===== src/rtl/hazard_scoreboard_pkg.sv =====
// Shared constants and helpers for the ID/EX hazard scoreboard.
// The FWD_* and STAGE_* values are the forward-select and stage-index encodings used by consumers of this block.
package hazard_scoreboard_pkg;

    localparam int FWD_REGFILE    = 0;
    localparam int FWD_STAGE_BASE = 1;

    localparam int STAGE_EX  = 0;
    localparam int STAGE_MEM = 1;
    localparam int STAGE_WB  = 2;

    function automatic int clog2_min1(input int n);
        return (n <= 2) ? 1 : $clog2(n);
    endfunction

    function automatic logic [31:0] sat_inc32(input logic [31:0] v);
        return (v == 32'hFFFF_FFFF) ? v : v + 32'd1;
    endfunction

endpackage


===== src/rtl/hazard_scoreboard_src_match.sv =====
// Matches one source register against the in-flight producers in the scoreboard.
// Returns either a forward select or a hazard flag.
module hazard_src_match
    import hazard_scoreboard_pkg::*;
#(
    parameter int NUM_STAGES = 3,
    parameter int REG_ADDR_W = 5,
    parameter int RDY_W      = 2,
    parameter int FWD_W      = 2
)(
    input  logic [NUM_STAGES-1:0]                 i_valid,
    input  logic [NUM_STAGES-1:0][REG_ADDR_W-1:0] i_dest,
    input  logic [NUM_STAGES-1:0][RDY_W-1:0]      i_rdy,
    input  logic                                  i_use,
    input  logic [REG_ADDR_W-1:0]                 i_src,
    output logic                                  o_hazard,
    output logic [FWD_W-1:0]                      o_fwd
);

    logic [NUM_STAGES-1:0] w_hit;

    always_comb begin
        for (int i = 0; i < NUM_STAGES; i++) begin
            w_hit[i] = i_valid[i] && i_use && (i_src != '0) && (i_dest[i] == i_src);
        end
    end

    // Walk from oldest to youngest so the youngest hit is the last one written.
    always_comb begin
        o_hazard = 1'b0;
        o_fwd    = FWD_W'(FWD_REGFILE);
        for (int i = NUM_STAGES - 1; i >= 0; i--) begin
            if (w_hit[i]) begin
                if (i >= int'(i_rdy[i])) begin
                    o_hazard = 1'b0;
                    o_fwd    = FWD_W'(i + FWD_STAGE_BASE);
                end else begin
                    o_hazard = 1'b1;
                    o_fwd    = FWD_W'(FWD_REGFILE);
                end
            end
        end
    end

endmodule


===== src/rtl/hazard_scoreboard.sv =====
// Stall and forwarding unit between ID and EX: shift scoreboard of in-flight producers,
// MDU occupancy counter and a saturating stall-cycle counter.
module hazard_scoreboard
    import hazard_scoreboard_pkg::*;
#(
    parameter int NUM_STAGES  = 3,
    parameter int REG_ADDR_W  = 5,
    parameter int LOAD_READY  = 1,
    parameter int ALU_READY   = 0,
    parameter int MDU_LATENCY = 4,
    parameter int FWD_W       = 2
)(
    input  logic                  clk,
    input  logic                  rst,
    input  logic                  id_valid,
    input  logic [REG_ADDR_W-1:0] id_rs,
    input  logic [REG_ADDR_W-1:0] id_rt,
    input  logic                  id_use_rs,
    input  logic                  id_use_rt,
    input  logic [REG_ADDR_W-1:0] id_dest,
    input  logic                  id_we,
    input  logic                  id_is_load,
    input  logic                  id_is_mdu,
    input  logic                  id_reads_hilo,
    input  logic                  flush,
    output logic                  stall,
    output logic [FWD_W-1:0]      fwd_rs,
    output logic [FWD_W-1:0]      fwd_rt,
    output logic                  mdu_busy,
    output logic [31:0]           stall_cycles
);

    localparam int RDY_W = clog2_min1(NUM_STAGES + 1);
    localparam int CNT_W = clog2_min1(MDU_LATENCY);

    logic [NUM_STAGES-1:0]                 r_valid;
    logic [NUM_STAGES-1:0][REG_ADDR_W-1:0] r_dest;
    logic [NUM_STAGES-1:0][RDY_W-1:0]      r_rdy;
    logic [CNT_W-1:0]                      r_cnt;
    logic [31:0]                           r_stall_cycles;

    logic             w_rs_hazard;
    logic             w_rt_hazard;
    logic [FWD_W-1:0] w_rs_fwd;
    logic [FWD_W-1:0] w_rt_fwd;
    logic             w_mdu_busy;
    logic             w_stall;
    logic             w_issue;

    hazard_src_match #(
        .NUM_STAGES (NUM_STAGES),
        .REG_ADDR_W (REG_ADDR_W),
        .RDY_W      (RDY_W),
        .FWD_W      (FWD_W)
    ) u_rs_match (
        .i_valid  (r_valid),
        .i_dest   (r_dest),
        .i_rdy    (r_rdy),
        .i_use    (id_use_rs),
        .i_src    (id_rs),
        .o_hazard (w_rs_hazard),
        .o_fwd    (w_rs_fwd)
    );

    hazard_src_match #(
        .NUM_STAGES (NUM_STAGES),
        .REG_ADDR_W (REG_ADDR_W),
        .RDY_W      (RDY_W),
        .FWD_W      (FWD_W)
    ) u_rt_match (
        .i_valid  (r_valid),
        .i_dest   (r_dest),
        .i_rdy    (r_rdy),
        .i_use    (id_use_rt),
        .i_src    (id_rt),
        .o_hazard (w_rt_hazard),
        .o_fwd    (w_rt_fwd)
    );

    assign w_mdu_busy = (r_cnt != '0);
    assign w_stall    = id_valid && !flush &&
                        (w_rs_hazard || w_rt_hazard ||
                         (w_mdu_busy && (id_is_mdu || id_reads_hilo)));
    assign w_issue    = id_valid && !w_stall && !flush;

    // A flush squashes whatever sits in EX as it moves on to MEM.
    always_ff @(posedge clk) begin
        if (rst) begin
            r_valid <= '0;
            r_dest  <= '0;
            r_rdy   <= '0;
        end else begin
            for (int i = NUM_STAGES - 1; i > 0; i--) begin
                r_valid[i] <= r_valid[i-1] && !(flush && (i == STAGE_MEM));
                r_dest[i]  <= r_dest[i-1];
                r_rdy[i]   <= r_rdy[i-1];
            end
            r_valid[STAGE_EX] <= w_issue && id_we && (id_dest != '0);
            r_dest[STAGE_EX]  <= id_dest;
            r_rdy[STAGE_EX]   <= id_is_load ? RDY_W'(LOAD_READY) : RDY_W'(ALU_READY);
        end
    end

    always_ff @(posedge clk) begin
        if (rst) begin
            r_cnt <= '0;
        end else if (w_issue && id_is_mdu) begin
            r_cnt <= CNT_W'(MDU_LATENCY - 1);
        end else if (r_cnt != '0) begin
            r_cnt <= r_cnt - 1'b1;
        end
    end

    always_ff @(posedge clk) begin
        if (rst) begin
            r_stall_cycles <= '0;
        end else if (w_stall) begin
            r_stall_cycles <= sat_inc32(r_stall_cycles);
        end
    end

    assign stall        = w_stall;
    assign fwd_rs       = w_rs_fwd;
    assign fwd_rt       = w_rt_fwd;
    assign mdu_busy     = w_mdu_busy;
    assign stall_cycles = r_stall_cycles;

endmodule


===== config.mk =====
export PLATFORM = sky130hd
export DESIGN_NAME = hazard_scoreboard
export DESIGN_NICKNAME = d
export VERILOG_FILES = /design/src/rtl/hazard_scoreboard_pkg.sv /design/src/rtl/hazard_scoreboard_src_match.sv /design/src/rtl/hazard_scoreboard.sv
export SDC_FILE = /design/constraint.sdc
export NUM_CORES = 1
export LEC_CHECK = 0
export BUFFER_PORTS_ARGS = -buffer_cell sky130_fd_sc_hd__buf_2
export CELL_PAD_IN_SITES_DETAIL_PLACEMENT = 0
export CELL_PAD_IN_SITES_GLOBAL_PLACEMENT = 2
export CORE_UTILIZATION = 34
export DETAILED_ROUTE_END_ITERATION = 10
export HOLD_SLACK_MARGIN = 0.03
export PLACE_DENSITY_LB_ADDON = 0.1
export SLEW_MARGIN = 20
export SYNTH_ARGS = -nofsm -noshare
export SYNTH_HDL_FRONTEND = slang
export SYNTH_SLANG_ARGS = --single-unit

===== constraint.sdc =====
create_clock -name clk -period 3.6 [get_ports clk]
set_input_delay 0.72 -clock clk [delete_from_list [all_inputs] [get_ports clk]]
set_output_delay 0.72 -clock clk [all_outputs]
set_load 0.03 [all_outputs]

==> impl_metrics.tcl <==
set metrics [dict create \
    cp_max_fo 5 \
    dp_hpwl_mm 5.21 \
    ys_warn_count 0 \
    synth_cell_types 43 \
    critPathMostFrequentCell "buf_2" \
    synth_edf_count 0 \
    rsz0062_at_grt "false" \
    fmax_ghz 0.330 \
    postCtsSetupBuffers 0 \
    globalplace.congestion 0.802 \
    cts.sinks 53 \
    ff2ff_path_depth 7 \
    grt_use_total_pct 16.8 \
    io_buffers 62 \
    timing.final.crit_share_pct 84.2 \
    r2r_end "stall_cycles[8]$_SDFFE_PP0P_" \
    synthTopCellsByArea "dfxtp_1 (37%), nor2b_1 (6.5%), xor2_1 (6.0%)" \
    clk_path_buf_depth 2 \
    cp.required_ns 2.88 \
    grt_pass1_wl_mm 11.8 \
    fin_nets 417 \
    netlist_instances 336 \
    hold_violations 0 \
    fillers 865 \
    cts_tree "built" \
    initial_core_util_pct 35.2 \
    die_h_um 94.4 \
    dr.pass1.iters 4 \
    netlist_area_um2 2900 \
    setup_tns_ns 0 \
    critPathLaunchType "input pin" \
    area_growth_pct 16.9 \
    cpPeakStageDelay_ns 0.57 \
    grt_antenna_before_repair 0 \
    worstHoldStart "r_valid[0]$_SDFF_PP0_" \
    synth_nets 363 \
    regToRegStartpoint "stall_cycles[0]$_SDFFE_PP0P_" \
    clkTransAtPathRegs_ns 0.11 \
    layout_min_cycle_time_ns 3.03 \
    critPathKind "in -> out" \
    ys_async_sr_fraction_pct 0 \
    die_w_um 94.4 \
    worstSkewPairLatency_ns 0.31 \
    dieArea_um2 8920 \
    critPathArrivalTime_ns 2.31 \
    totalPowerFinal_uw 1300 \
    min_path_cells 1 \
    postRouteAntennaNets 0 \
    cpMaxStageDelayCell "or4_1" \
    ctsHoldBuffers 0 \
    fin_worst_skew_ns 0.0105 \
    relSlewSlack_pct 47.7 \
    route.detailed.drc 0 \
    power_density_nw_per_um2 383 \
    yosysTopAreaCellShare_pct 36.5 \
    insertedDiodeCount 0 \
    grt_pass1_vias 2416 \
    synth_top_area_cell "dfxtp_1" \
    finalSetupViolCount 0 \
    io_pins 63 \
    yosysSeqAreaShare_pct 36.5 \
    drive_gt1_share_pct 23.5 \
    grt-ovfl-total 0 \
    vias 2599 \
    htree_levels 2 \
    vias_per_cell 5.24 \
    maxCapViolations 0 \
    hp-class "reg -> reg" \
    wire_per_inst_um 14.6 \
    postCtsResizedCells 0 \
    leakagePower_uw 0.00132 \
    worst_pin_slew_ns 0.783 \
    numCtsBuffers 5 \
    avgSynthCellArea_um2 8.64 \
    maxSlewViolCount 0 \
    yosys_most_used_dff "dfxtp_1" \
    clock-root-buffer "clkbuf_8" \
    ys_seq_elements 53 \
    routed_wl_mm 7.25 \
    drtIter0Drc 106 \
    ir_worst_vdd_mv 0.139 \
    core_area_um2 8260 \
    grt_start_max_net_pins 51 \
    cp-end-kind "primary output" \
    status "completed" \
    cp_cell_sequence "buf_2, or4_1, o2111ai_1, and3b_1, nor2_1, buf_2" \
    holdPathEnd "r_valid[1]$_SDFF_PP0_" \
    r2r_slack_ns 1.12 \
    rows 33 \
]
[Yosys cell counts, types with 10 or more instances]
master and n:
a21oi_1 18, clkbuf_1 10, dfxtp_1 53, mux2_2 14
nand2_1 10, nand3_1 16, nand4_1 19, nor2_1 25
nor2b_1 30, nor4_1 12, o21ai_0 13, o31ai_1 10
or4_1 12, xnor2_1 11, xor2_1 20
[state kept, by name, summed over array words and instances (netlist names)]
signal and cells:
r_cnt 2, r_dest 15, r_rdy 1, r_valid 3, stall_cycles 32
[logic make-up after synthesis]
group / share of synthesized area, %
buffers and inverters: 4.09
AO/OA/AOI/OAI: 10.8
flip-flops: 36.5
AND/OR/NAND/NOR: 32.6
XOR/XNOR: 9.35
multiplexers: 5.77
adder cells (fa/ha/maj): 0.862
[worst max-delay path: cells and delay by family]
| family | cells | cell delay, ns |
|---|---|---|
| and+or+nand+nor | 3 | 0.90 |
| AOI/OAI and AO/OA | 1 | 0.34 |
| buffers and inverters | 2 | 0.35 |
[report_power, final]
group          internal, µW  switching [µW]  total [µW]  leakage, µW
Clock                   209             211         419    0.0000543
Sequential              605            14.7         619     0.000430
Combinational          83.7             177         260     0.000834
Total                   897             402        1300      0.00132
[final cells by class]
| class | instances | area (µm²) | share of cell area, % |
|---|---|---|---|
| multi-input combinational | 260 | 1720 | 50.8 |
| sequential | 53 | 1060 | 31.2 |
| timing repair buffer | 65 | 345 | 10.2 |
| tap | 105 | 131 | 3.87 |
| clock buffer | 5 | 68.8 | 2.03 |
| clock inverter | 3 | 46.3 | 1.36 |
| inverter | 5 | 18.8 | 0.553 |
[metal layers]
layer,track usage (%),up-vias,wire [µm]
met1,22.3,1197,3470
met4,5.00,0,119
met2,27.5,51,3350
met3,3.22,9,307
met5,0,-,0
li1,-,1342,-
[worst max-delay path by stage]
stage	startpoint	end	slack, ns
after global placement	id_rs[1]	stall	0.57
after floorplan	id_rs[1]	fwd_rs[1]	0.58
after global routing	id_rs[1]	stall	0.44
final	id_rs[1]	stall	0.57
after CTS	id_rs[1]	stall	0.54
after detailed placement	id_rs[1]	stall	0.55
[per-stage QoR]
stage,instances,hold slack [ns],setup WS [ns],utilization (%),cell area (µm²)
floorplan,336,0.459,0.575,-,2900
global placement,488,0.481,0.571,39.7,3280
detailed placement,488,0.486,0.550,39.7,3280
CTS,496,0.501,0.538,41.1,3400
global route,496,0.516,0.439,41.1,3400
finish,496,0.493,0.569,41.1,3400
[placed cells by master, fill, tap and decap left out, types with 2 or more instances in the layout]
cell type / n
a21oi_1: 18
xnor2_1: 11
and3_1: 4
nand3_1: 16
o21ba_2: 2
inv_1: 5
nor4_1: 12
nor2_1: 25
and4_1: 5
dfxtp_1: 53
buf_4: 2
o31ai_1: 10
nor2b_1: 30
xor2_1: 20
mux2_2: 14
nor3b_1: 2
ha_1: 2
nand4_1: 19
o21ai_0: 13
nand4b_1: 2
or4_1: 12
buf_2: 62
nor3_1: 7
a211oi_1: 2
or3_1: 9
nand2_1: 10
clkbuf_8: 5
and3b_1: 2
Note: power is estimated with default switching activity, not from simulation.
